===== config.mk =====
export PLATFORM = sky130hd
export DESIGN_NAME = instr_decode_stage_flat
export DESIGN_NICKNAME = d
export VERILOG_FILES = /design/src/rtl/dec_pkg.sv /design/src/rtl/instr_decode_stage_if.sv /design/src/rtl/dec_skid_buf.sv /design/src/rtl/instr_decode_stage.sv /design/src/flat_wrapper.sv
export SDC_FILE = /design/constraint.sdc
export NUM_CORES = 1
export LEC_CHECK = 0
export CAP_MARGIN = 20
export CORE_MARGIN = 2
export CORE_UTILIZATION = 35
export CTS_CLUSTER_DIAMETER = 120
export DETAILED_ROUTE_END_ITERATION = 6
export HOLD_SLACK_MARGIN = 0.06
export PLACE_DENSITY = 0.71
export SYNTH_ARGS = -nofsm -noshare
export SYNTH_HDL_FRONTEND = slang
export SYNTH_SLANG_ARGS = --single-unit

===== constraint.sdc =====
create_clock -name clk -period 2 [get_ports clk]
set_input_delay 0.4 -clock clk [delete_from_list [all_inputs] [get_ports clk]]
set_output_delay 0.4 -clock clk [all_outputs]
set_load 0.01 [all_outputs]

===== src/rtl/dec_pkg.sv =====
// Shared opcode constants and default decoded-bundle type.
// Used by instr_decode_stage and dec_skid_buf.
package dec_pkg;

    localparam int OP_RTYPE = 0;
    localparam int OP_ORI   = 12;
    localparam int OP_ANDI  = 13;

    localparam int DEF_XLEN    = 32;
    localparam int DEF_OP_W    = 5;
    localparam int DEF_REG_W   = 5;
    localparam int DEF_SHAMT_W = 5;
    localparam int DEF_FUNC_W  = 7;

    // Bundle layout for the default widths; the top
    // rebuilds the same layout from its own parameters.
    typedef struct packed {
        logic [DEF_XLEN-1:0]    pc;
        logic [DEF_OP_W-1:0]    op;
        logic [DEF_REG_W-1:0]   rs;
        logic [DEF_REG_W-1:0]   rt;
        logic [DEF_REG_W-1:0]   rd;
        logic [DEF_SHAMT_W-1:0] shamt;
        logic [DEF_FUNC_W-1:0]  func;
        logic [DEF_XLEN-1:0]    imm;
        logic                   is_rtype;
        logic                   illegal;
    } dec_bundle_t;

endpackage


===== src/rtl/instr_decode_stage_if.sv =====
// Fetch-side and execute-side handshake bundle of the decode stage.
// Modports: slave = stage view, master = driver/monitor view.
interface instr_decode_stage_if #(
    parameter int INSTR_W = 32,
    parameter int OP_W    = 5,
    parameter int REG_W   = 5,
    parameter int SHAMT_W = 5,
    parameter int FUNC_W  = 7,
    parameter int XLEN    = 32
);
    logic               flush_i;
    logic               in_valid_i;
    logic               in_ready_o;
    logic [INSTR_W-1:0] instr_i;
    logic [XLEN-1:0]    pc_i;
    logic               out_valid_o;
    logic               out_ready_i;
    logic [XLEN-1:0]    pc_o;
    logic [OP_W-1:0]    op_o;
    logic [REG_W-1:0]   rs_o;
    logic [REG_W-1:0]   rt_o;
    logic [REG_W-1:0]   rd_o;
    logic [SHAMT_W-1:0] shamt_o;
    logic [FUNC_W-1:0]  func_o;
    logic [XLEN-1:0]    imm_o;
    logic               is_rtype_o;
    logic               illegal_o;

    modport slave (
        input  flush_i, in_valid_i, instr_i, pc_i, out_ready_i,
        output in_ready_o, out_valid_o, pc_o, op_o, rs_o, rt_o,
        output rd_o, shamt_o, func_o, imm_o, is_rtype_o, illegal_o
    );

    modport master (
        output flush_i, in_valid_i, instr_i, pc_i, out_ready_i,
        input  in_ready_o, out_valid_o, pc_o, op_o, rs_o, rt_o,
        input  rd_o, shamt_o, func_o, imm_o, is_rtype_o, illegal_o
    );

endinterface


===== src/rtl/dec_skid_buf.sv =====
// Generic 2-entry valid/ready skid buffer with synchronous flush.
// Ports: clk, rst_n, flush_i, in_valid/ready/data, out_valid/ready/data.
module dec_skid_buf
    import dec_pkg::*;
#(
    parameter type T = dec_bundle_t
) (
    input  logic clk,
    input  logic rst_n,
    input  logic flush_i,
    input  logic in_valid_i,
    output logic in_ready_o,
    input  T     in_data_i,
    output logic out_valid_o,
    input  logic out_ready_i,
    output T     out_data_o
);

    typedef enum logic [1:0] {
        EMPTY = 2'd0,
        ONE   = 2'd1,
        TWO   = 2'd2
    } state_t;

    state_t state_q, state_d;
    T       out_q, out_d;
    T       skid_q, skid_d;
    logic   in_ready_q, in_ready_d;

    logic in_fire;
    logic out_fire;

    assign in_fire  = in_valid_i & in_ready_q;
    assign out_fire = (state_q != EMPTY) & out_ready_i;

    always_comb begin
        state_d = state_q;
        out_d   = out_q;
        skid_d  = skid_q;
        if (flush_i) begin
            state_d = EMPTY;
        end else begin
            unique case (state_q)
                EMPTY: begin
                    if (in_fire) begin
                        out_d   = in_data_i;
                        state_d = ONE;
                    end
                end
                ONE: begin
                    if (in_fire && !out_fire) begin
                        skid_d  = in_data_i;
                        state_d = TWO;
                    end else if (out_fire && !in_fire) begin
                        state_d = EMPTY;
                    end else if (in_fire && out_fire) begin
                        out_d = in_data_i;
                    end
                end
                TWO: begin
                    if (out_fire) begin
                        out_d   = skid_q;
                        state_d = ONE;
                    end
                end
                default: state_d = EMPTY;
            endcase
        end
        // Ready is a flop: it reflects room after this cycle.
        in_ready_d = (state_d != TWO);
    end

    always_ff @(posedge clk or negedge rst_n) begin
        if (!rst_n) begin
            state_q    <= EMPTY;
            out_q      <= '0;
            skid_q     <= '0;
            in_ready_q <= 1'b1;
        end else begin
            state_q    <= state_d;
            out_q      <= out_d;
            skid_q     <= skid_d;
            in_ready_q <= in_ready_d;
        end
    end

    assign in_ready_o  = in_ready_q;
    assign out_valid_o = (state_q != EMPTY);
    assign out_data_o  = out_q;

endmodule


===== src/rtl/instr_decode_stage.sv =====
// Registered decode stage: field split, immediate extend, classify.
// Ports: clk, rst_n, bus (instr_decode_stage_if.slave). Option: DEC_ILLEGAL_CHECK_EN.
module instr_decode_stage
    import dec_pkg::*;
#(
    parameter int INSTR_W = 32,
    parameter int OP_W    = 5,
    parameter int REG_W   = 5,
    parameter int SHAMT_W = 5,
    parameter int FUNC_W  = 7,
    parameter int IMM_W   = 16,
    parameter int XLEN    = 32,
    parameter int NUM_OPS = 20
) (
    input  logic                 clk,
    input  logic                 rst_n,
    instr_decode_stage_if.slave  bus
);

    if (OP_W + 3*REG_W + SHAMT_W + FUNC_W != INSTR_W) begin : g_bad_fields
        $error("decode field widths do not sum to INSTR_W");
    end
    if (IMM_W > XLEN) begin : g_bad_imm
        $error("IMM_W must not exceed XLEN");
    end

    localparam int RS_HI = INSTR_W - OP_W - 1;
    localparam int RT_HI = RS_HI - REG_W;
    localparam int RD_HI = RT_HI - REG_W;
    localparam int SH_HI = RD_HI - REG_W;

    typedef struct packed {
        logic [XLEN-1:0]    pc;
        logic [OP_W-1:0]    op;
        logic [REG_W-1:0]   rs;
        logic [REG_W-1:0]   rt;
        logic [REG_W-1:0]   rd;
        logic [SHAMT_W-1:0] shamt;
        logic [FUNC_W-1:0]  func;
        logic [XLEN-1:0]    imm;
        logic               is_rtype;
        logic               illegal;
    } bundle_t;

    bundle_t dec_b;
    bundle_t out_b;

    logic               in_ready;
    logic               out_valid;
    logic [INSTR_W-1:0] instr;
    logic [OP_W-1:0]    op;
    logic signed [IMM_W-1:0] off_s;
    logic               zext;

    assign instr = bus.instr_i;
    assign op    = instr[INSTR_W-1 -: OP_W];
    assign off_s = instr[IMM_W-1:0];
    assign zext  = (op == OP_W'(OP_ORI)) || (op == OP_W'(OP_ANDI));

    always_comb begin
        dec_b          = '0;
        dec_b.pc       = bus.pc_i;
        dec_b.op       = op;
        dec_b.rs       = instr[RS_HI -: REG_W];
        dec_b.rt       = instr[RT_HI -: REG_W];
        dec_b.rd       = instr[RD_HI -: REG_W];
        dec_b.shamt    = instr[SH_HI -: SHAMT_W];
        dec_b.func     = instr[FUNC_W-1:0];
        dec_b.imm      = zext ? XLEN'(unsigned'(off_s))
                              : XLEN'(off_s);
        dec_b.is_rtype = (op == OP_W'(OP_RTYPE));
`ifdef DEC_ILLEGAL_CHECK_EN
        dec_b.illegal  = (32'(op) >= NUM_OPS);
`else
        dec_b.illegal  = 1'b0;
`endif
    end

    dec_skid_buf #(
        .T (bundle_t)
    ) u_skid (
        .clk         (clk),
        .rst_n       (rst_n),
        .flush_i     (bus.flush_i),
        .in_valid_i  (bus.in_valid_i),
        .in_ready_o  (in_ready),
        .in_data_i   (dec_b),
        .out_valid_o (out_valid),
        .out_ready_i (bus.out_ready_i),
        .out_data_o  (out_b)
    );

    assign bus.in_ready_o  = in_ready;
    assign bus.out_valid_o = out_valid;
    assign bus.pc_o        = out_b.pc;
    assign bus.op_o        = out_b.op;
    assign bus.rs_o        = out_b.rs;
    assign bus.rt_o        = out_b.rt;
    assign bus.rd_o        = out_b.rd;
    assign bus.shamt_o     = out_b.shamt;
    assign bus.func_o      = out_b.func;
    assign bus.imm_o       = out_b.imm;
    assign bus.is_rtype_o  = out_b.is_rtype;
`ifdef DEC_ILLEGAL_CHECK_EN
    assign bus.illegal_o   = out_b.illegal;
`else
    assign bus.illegal_o   = 1'b0;
`endif

endmodule


===== src/flat_wrapper.sv =====
// flat-port wrapper written by rule: the top's interface ports become plain ports
module instr_decode_stage_flat import dec_pkg::*;
#(
    parameter int INSTR_W = 32,
    parameter int OP_W    = 5,
    parameter int REG_W   = 5,
    parameter int SHAMT_W = 5,
    parameter int FUNC_W  = 7,
    parameter int IMM_W   = 16,
    parameter int XLEN    = 32,
    parameter int NUM_OPS = 20
)
  (clk, rst_n, bus_flush_i, bus_in_valid_i, bus_instr_i, bus_pc_i, bus_out_ready_i, bus_in_ready_o, bus_out_valid_o, bus_pc_o, bus_op_o, bus_rs_o, bus_rt_o, bus_rd_o, bus_shamt_o, bus_func_o, bus_imm_o, bus_is_rtype_o, bus_illegal_o);
  instr_decode_stage_if #(.INSTR_W(INSTR_W), .OP_W(OP_W), .REG_W(REG_W), .SHAMT_W(SHAMT_W), .FUNC_W(FUNC_W), .XLEN(XLEN)) bus_i ();
  input  logic clk;
  input  logic rst_n;
  input wire logic [$bits(bus_i.flush_i)-1:0] bus_flush_i;
  input wire logic [$bits(bus_i.in_valid_i)-1:0] bus_in_valid_i;
  input wire logic [$bits(bus_i.instr_i)-1:0] bus_instr_i;
  input wire logic [$bits(bus_i.pc_i)-1:0] bus_pc_i;
  input wire logic [$bits(bus_i.out_ready_i)-1:0] bus_out_ready_i;
  output wire logic [$bits(bus_i.in_ready_o)-1:0] bus_in_ready_o;
  output wire logic [$bits(bus_i.out_valid_o)-1:0] bus_out_valid_o;
  output wire logic [$bits(bus_i.pc_o)-1:0] bus_pc_o;
  output wire logic [$bits(bus_i.op_o)-1:0] bus_op_o;
  output wire logic [$bits(bus_i.rs_o)-1:0] bus_rs_o;
  output wire logic [$bits(bus_i.rt_o)-1:0] bus_rt_o;
  output wire logic [$bits(bus_i.rd_o)-1:0] bus_rd_o;
  output wire logic [$bits(bus_i.shamt_o)-1:0] bus_shamt_o;
  output wire logic [$bits(bus_i.func_o)-1:0] bus_func_o;
  output wire logic [$bits(bus_i.imm_o)-1:0] bus_imm_o;
  output wire logic [$bits(bus_i.is_rtype_o)-1:0] bus_is_rtype_o;
  output wire logic [$bits(bus_i.illegal_o)-1:0] bus_illegal_o;
  assign bus_i.flush_i = bus_flush_i;
  assign bus_i.in_valid_i = bus_in_valid_i;
  assign bus_i.instr_i = bus_instr_i;
  assign bus_i.pc_i = bus_pc_i;
  assign bus_i.out_ready_i = bus_out_ready_i;
  assign bus_in_ready_o = bus_i.in_ready_o;
  assign bus_out_valid_o = bus_i.out_valid_o;
  assign bus_pc_o = bus_i.pc_o;
  assign bus_op_o = bus_i.op_o;
  assign bus_rs_o = bus_i.rs_o;
  assign bus_rt_o = bus_i.rt_o;
  assign bus_rd_o = bus_i.rd_o;
  assign bus_shamt_o = bus_i.shamt_o;
  assign bus_func_o = bus_i.func_o;
  assign bus_imm_o = bus_i.imm_o;
  assign bus_is_rtype_o = bus_i.is_rtype_o;
  assign bus_illegal_o = bus_i.illegal_o;
  instr_decode_stage #(.INSTR_W(INSTR_W), .OP_W(OP_W), .REG_W(REG_W), .SHAMT_W(SHAMT_W), .FUNC_W(FUNC_W), .IMM_W(IMM_W), .XLEN(XLEN), .NUM_OPS(NUM_OPS)) u_core (.clk(clk), .rst_n(rst_n), .bus(bus_i));
endmodule

==> metrics <==
crit end category flip-flop; initial drt markers 187; Synth warnings 0; Synth cell types 29; Final Skew 0.004605 ns; clk_lat worst skew 0.41 ns; IO Count 169; Final WS setup 0.08844 ns; Pwr Density 1099 mW/mm^2; Syn Nets 623; Placer Congestion 0.7435; Tcrit/Tclk final 0.9558; vias in the first global route 4,327; crit start category input pin; Clock transition at path regs 0.05 ns; Design Area, Final 0.008483 mm^2; RSZ-0062 raised after global routing no; Post-Synthesis Cells 554; reg2reg end u_core.u_skid.skid_q[68]; Max Clk Rate 523.1 MHz; share of layout cells above drive strength 1 0.1879; global-route wire length before repair 22,340 um; Seq/Total Area, Yosys 0.5682; area share of the largest cell type after synthesis 0.5637; most frequent cells in the layout 164 x clkdlybuf4s50_1, 135 x nand2_1, 132 x dfrtp_1, 68 x nor2_1, 65 x a31oi_1; die width 134.4 um; Avg WL per Cell 14.77 um; core area 0.01658 mm^2; largest area contributor in the netlist dfrtp_1; worst hold path type in -> reg; WP data arrival 2.23 ns; FFs w/ async S/R, synth 1.000; drt drc 0; FF-to-FF path depth 4; Max Buffers Root-to-Sink 2; worst setup path startpoint bus_flush_i; GRT Util Overall 0.1579; port buffer count 167; MaxCap Viol Count 0; CTS HTree Levels 4; number of flops mapped to enable cells by yosys 0; clk sink count 135; critical path fanouts, max 41; TritonRoute pass-1 iters 4; Slew Limit Fails 0; endpoints failing setup 0; Initial Utilization 0.3587; Net count, final 769; syn_area_per_cell 10.74 um^2; CTS tree built; Post-Route WL 13,780 um; Area growth syn-to-layout 42.62%; fill count 1,486; Seq cells post-synth 135; top_reg_cell synth dfrtp_1; CTS buffer count 17; static leakage 3.735 nW; # diodes 0; required time worst endpoint 2.32 ns; final count of hold timing violations 0; initial antenna violation count 0; minimum clock period 1.912 ns; DIE AREA 0.01805 mm^2; commonest non-fill, non-tap cell in the layout clkdlybuf4s50_1; status finished, final reports clean; post-DP HPWL 9120 um; Peak VDD IR 0.6316 mV; Reg-to-Reg Start u_core.u_skid.in_ready_o; hold path cells 3; DR vias 4,407; synth top area cells dfrtp_1 56%, nand2_1 8.5%, mux2_4 7.1%; GR Overflow Total 0; row count 47; post-place setup slack -0.3831 ns; Root Buffer clkbuf_16; die height 134.4 um; reg-to-reg slack, setup 0.12 ns; Detail Route Antenna Nets 0; placed inst area 0.007784 mm^2; WS Path Type in -> reg; CP endpoint u_core.u_skid.out_data_o[91]; Vias/cell 4.723; Pwr Total 9.321 mW; setup tns final 0 ns; Post-Syn Area 0.005948 mm^2; largest net degree at the start of global routing 49
## registers in the layout, summed over array words and instances, names as in the netlist
signal,count
u_core.u_skid.state_q,2
u_core.u_skid.in_ready_o,1
u_core.u_skid.skid_q,66
u_core.u_skid.out_data_o,66
## per-layer routing
layer  vias up  track usage  part of all wire
met2       132       0.2543              0.48
met3        10      0.04913             0.065
met4         0      0.04912            0.0091
met5         -            0                 0
met1      2140       0.2042              0.45
li1       2125            -                 -
## power by group
part / internal [mW] / switching [mW]
Clock: 2.19 / 1.12
Combinational: 1.40 / 0.823
Sequential: 3.41 / 0.370
## stage by stage
stage	util	std cells	hold slack (ns)
2_1_floorplan	-	554	0.1044
3_3_place_gp	0.4694	897	0.3922
3_5_place_dp	0.4694	897	0.3912
4_1_cts	0.5098	931	0.4893
5_1_grt	0.5115	933	0.3341
6_report	0.5115	933	0.3253
## worst max-delay path: stages
cell and delay, ns:
clkdlybuf4s50_1 0.51, or4bb_4 0.59, o41ai_4 0.08, buf_12 0.18, buf_16 0.19, nor2_1 0.08
a31oi_1 0.18
## synthesized netlist by cell type, drive strengths merged (18+ instances only)
cell type  number
mux2           65
dfrtp         134
buf            51
nor2           68
a31oi          65
clkbuf         18
nand2         135
## worst min-delay path by stage
stage | end | startpoint
2_1_floorplan | u_core.u_skid.out_data_o[13] | rst_n
3_3_place_gp | u_core.u_skid.out_data_o[73] | rst_n
3_5_place_dp | u_core.u_skid.skid_q[78] | rst_n
4_1_cts | u_core.u_skid.skid_q[32] | u_core.u_skid.skid_q[32]
5_1_grt | u_core.u_skid.state_q[1] | bus_out_ready_i
6_report | u_core.u_skid.state_q[1] | bus_out_ready_i
## timing repair
action | CTS | global route
pin swaps | 1 | 0
hold buffers | 1 | 0
resized for setup | 3 | 3
hold endpoints to repair | 42 | 0
cloned | 0 | 0
setup buffers | 1 | 2
setup endpoints to repair | 18 | 19
## logic make-up after synthesis
family | share of synthesized area
buffers and inverters | 0.07152
muxes | 0.1407
DFF | 0.5682
AOI/OAI and AO/OA | 0.07994
xor gates and xnor gates | 0.001473
and+or+nand+nor | 0.1376
other | 0.0006304
## cell type report
type	count	area, um^2	area share
clock buffers	26	529.3	0.06239
clock inverters	6	110.1	0.01298
multi-input cells	350	2172	0.2560
flip-flops and latches	135	3382	0.3987
well taps	220	275.3	0.03245
repair buffers	196	2014	0.2375
Power figures use the tool's default switching activity.
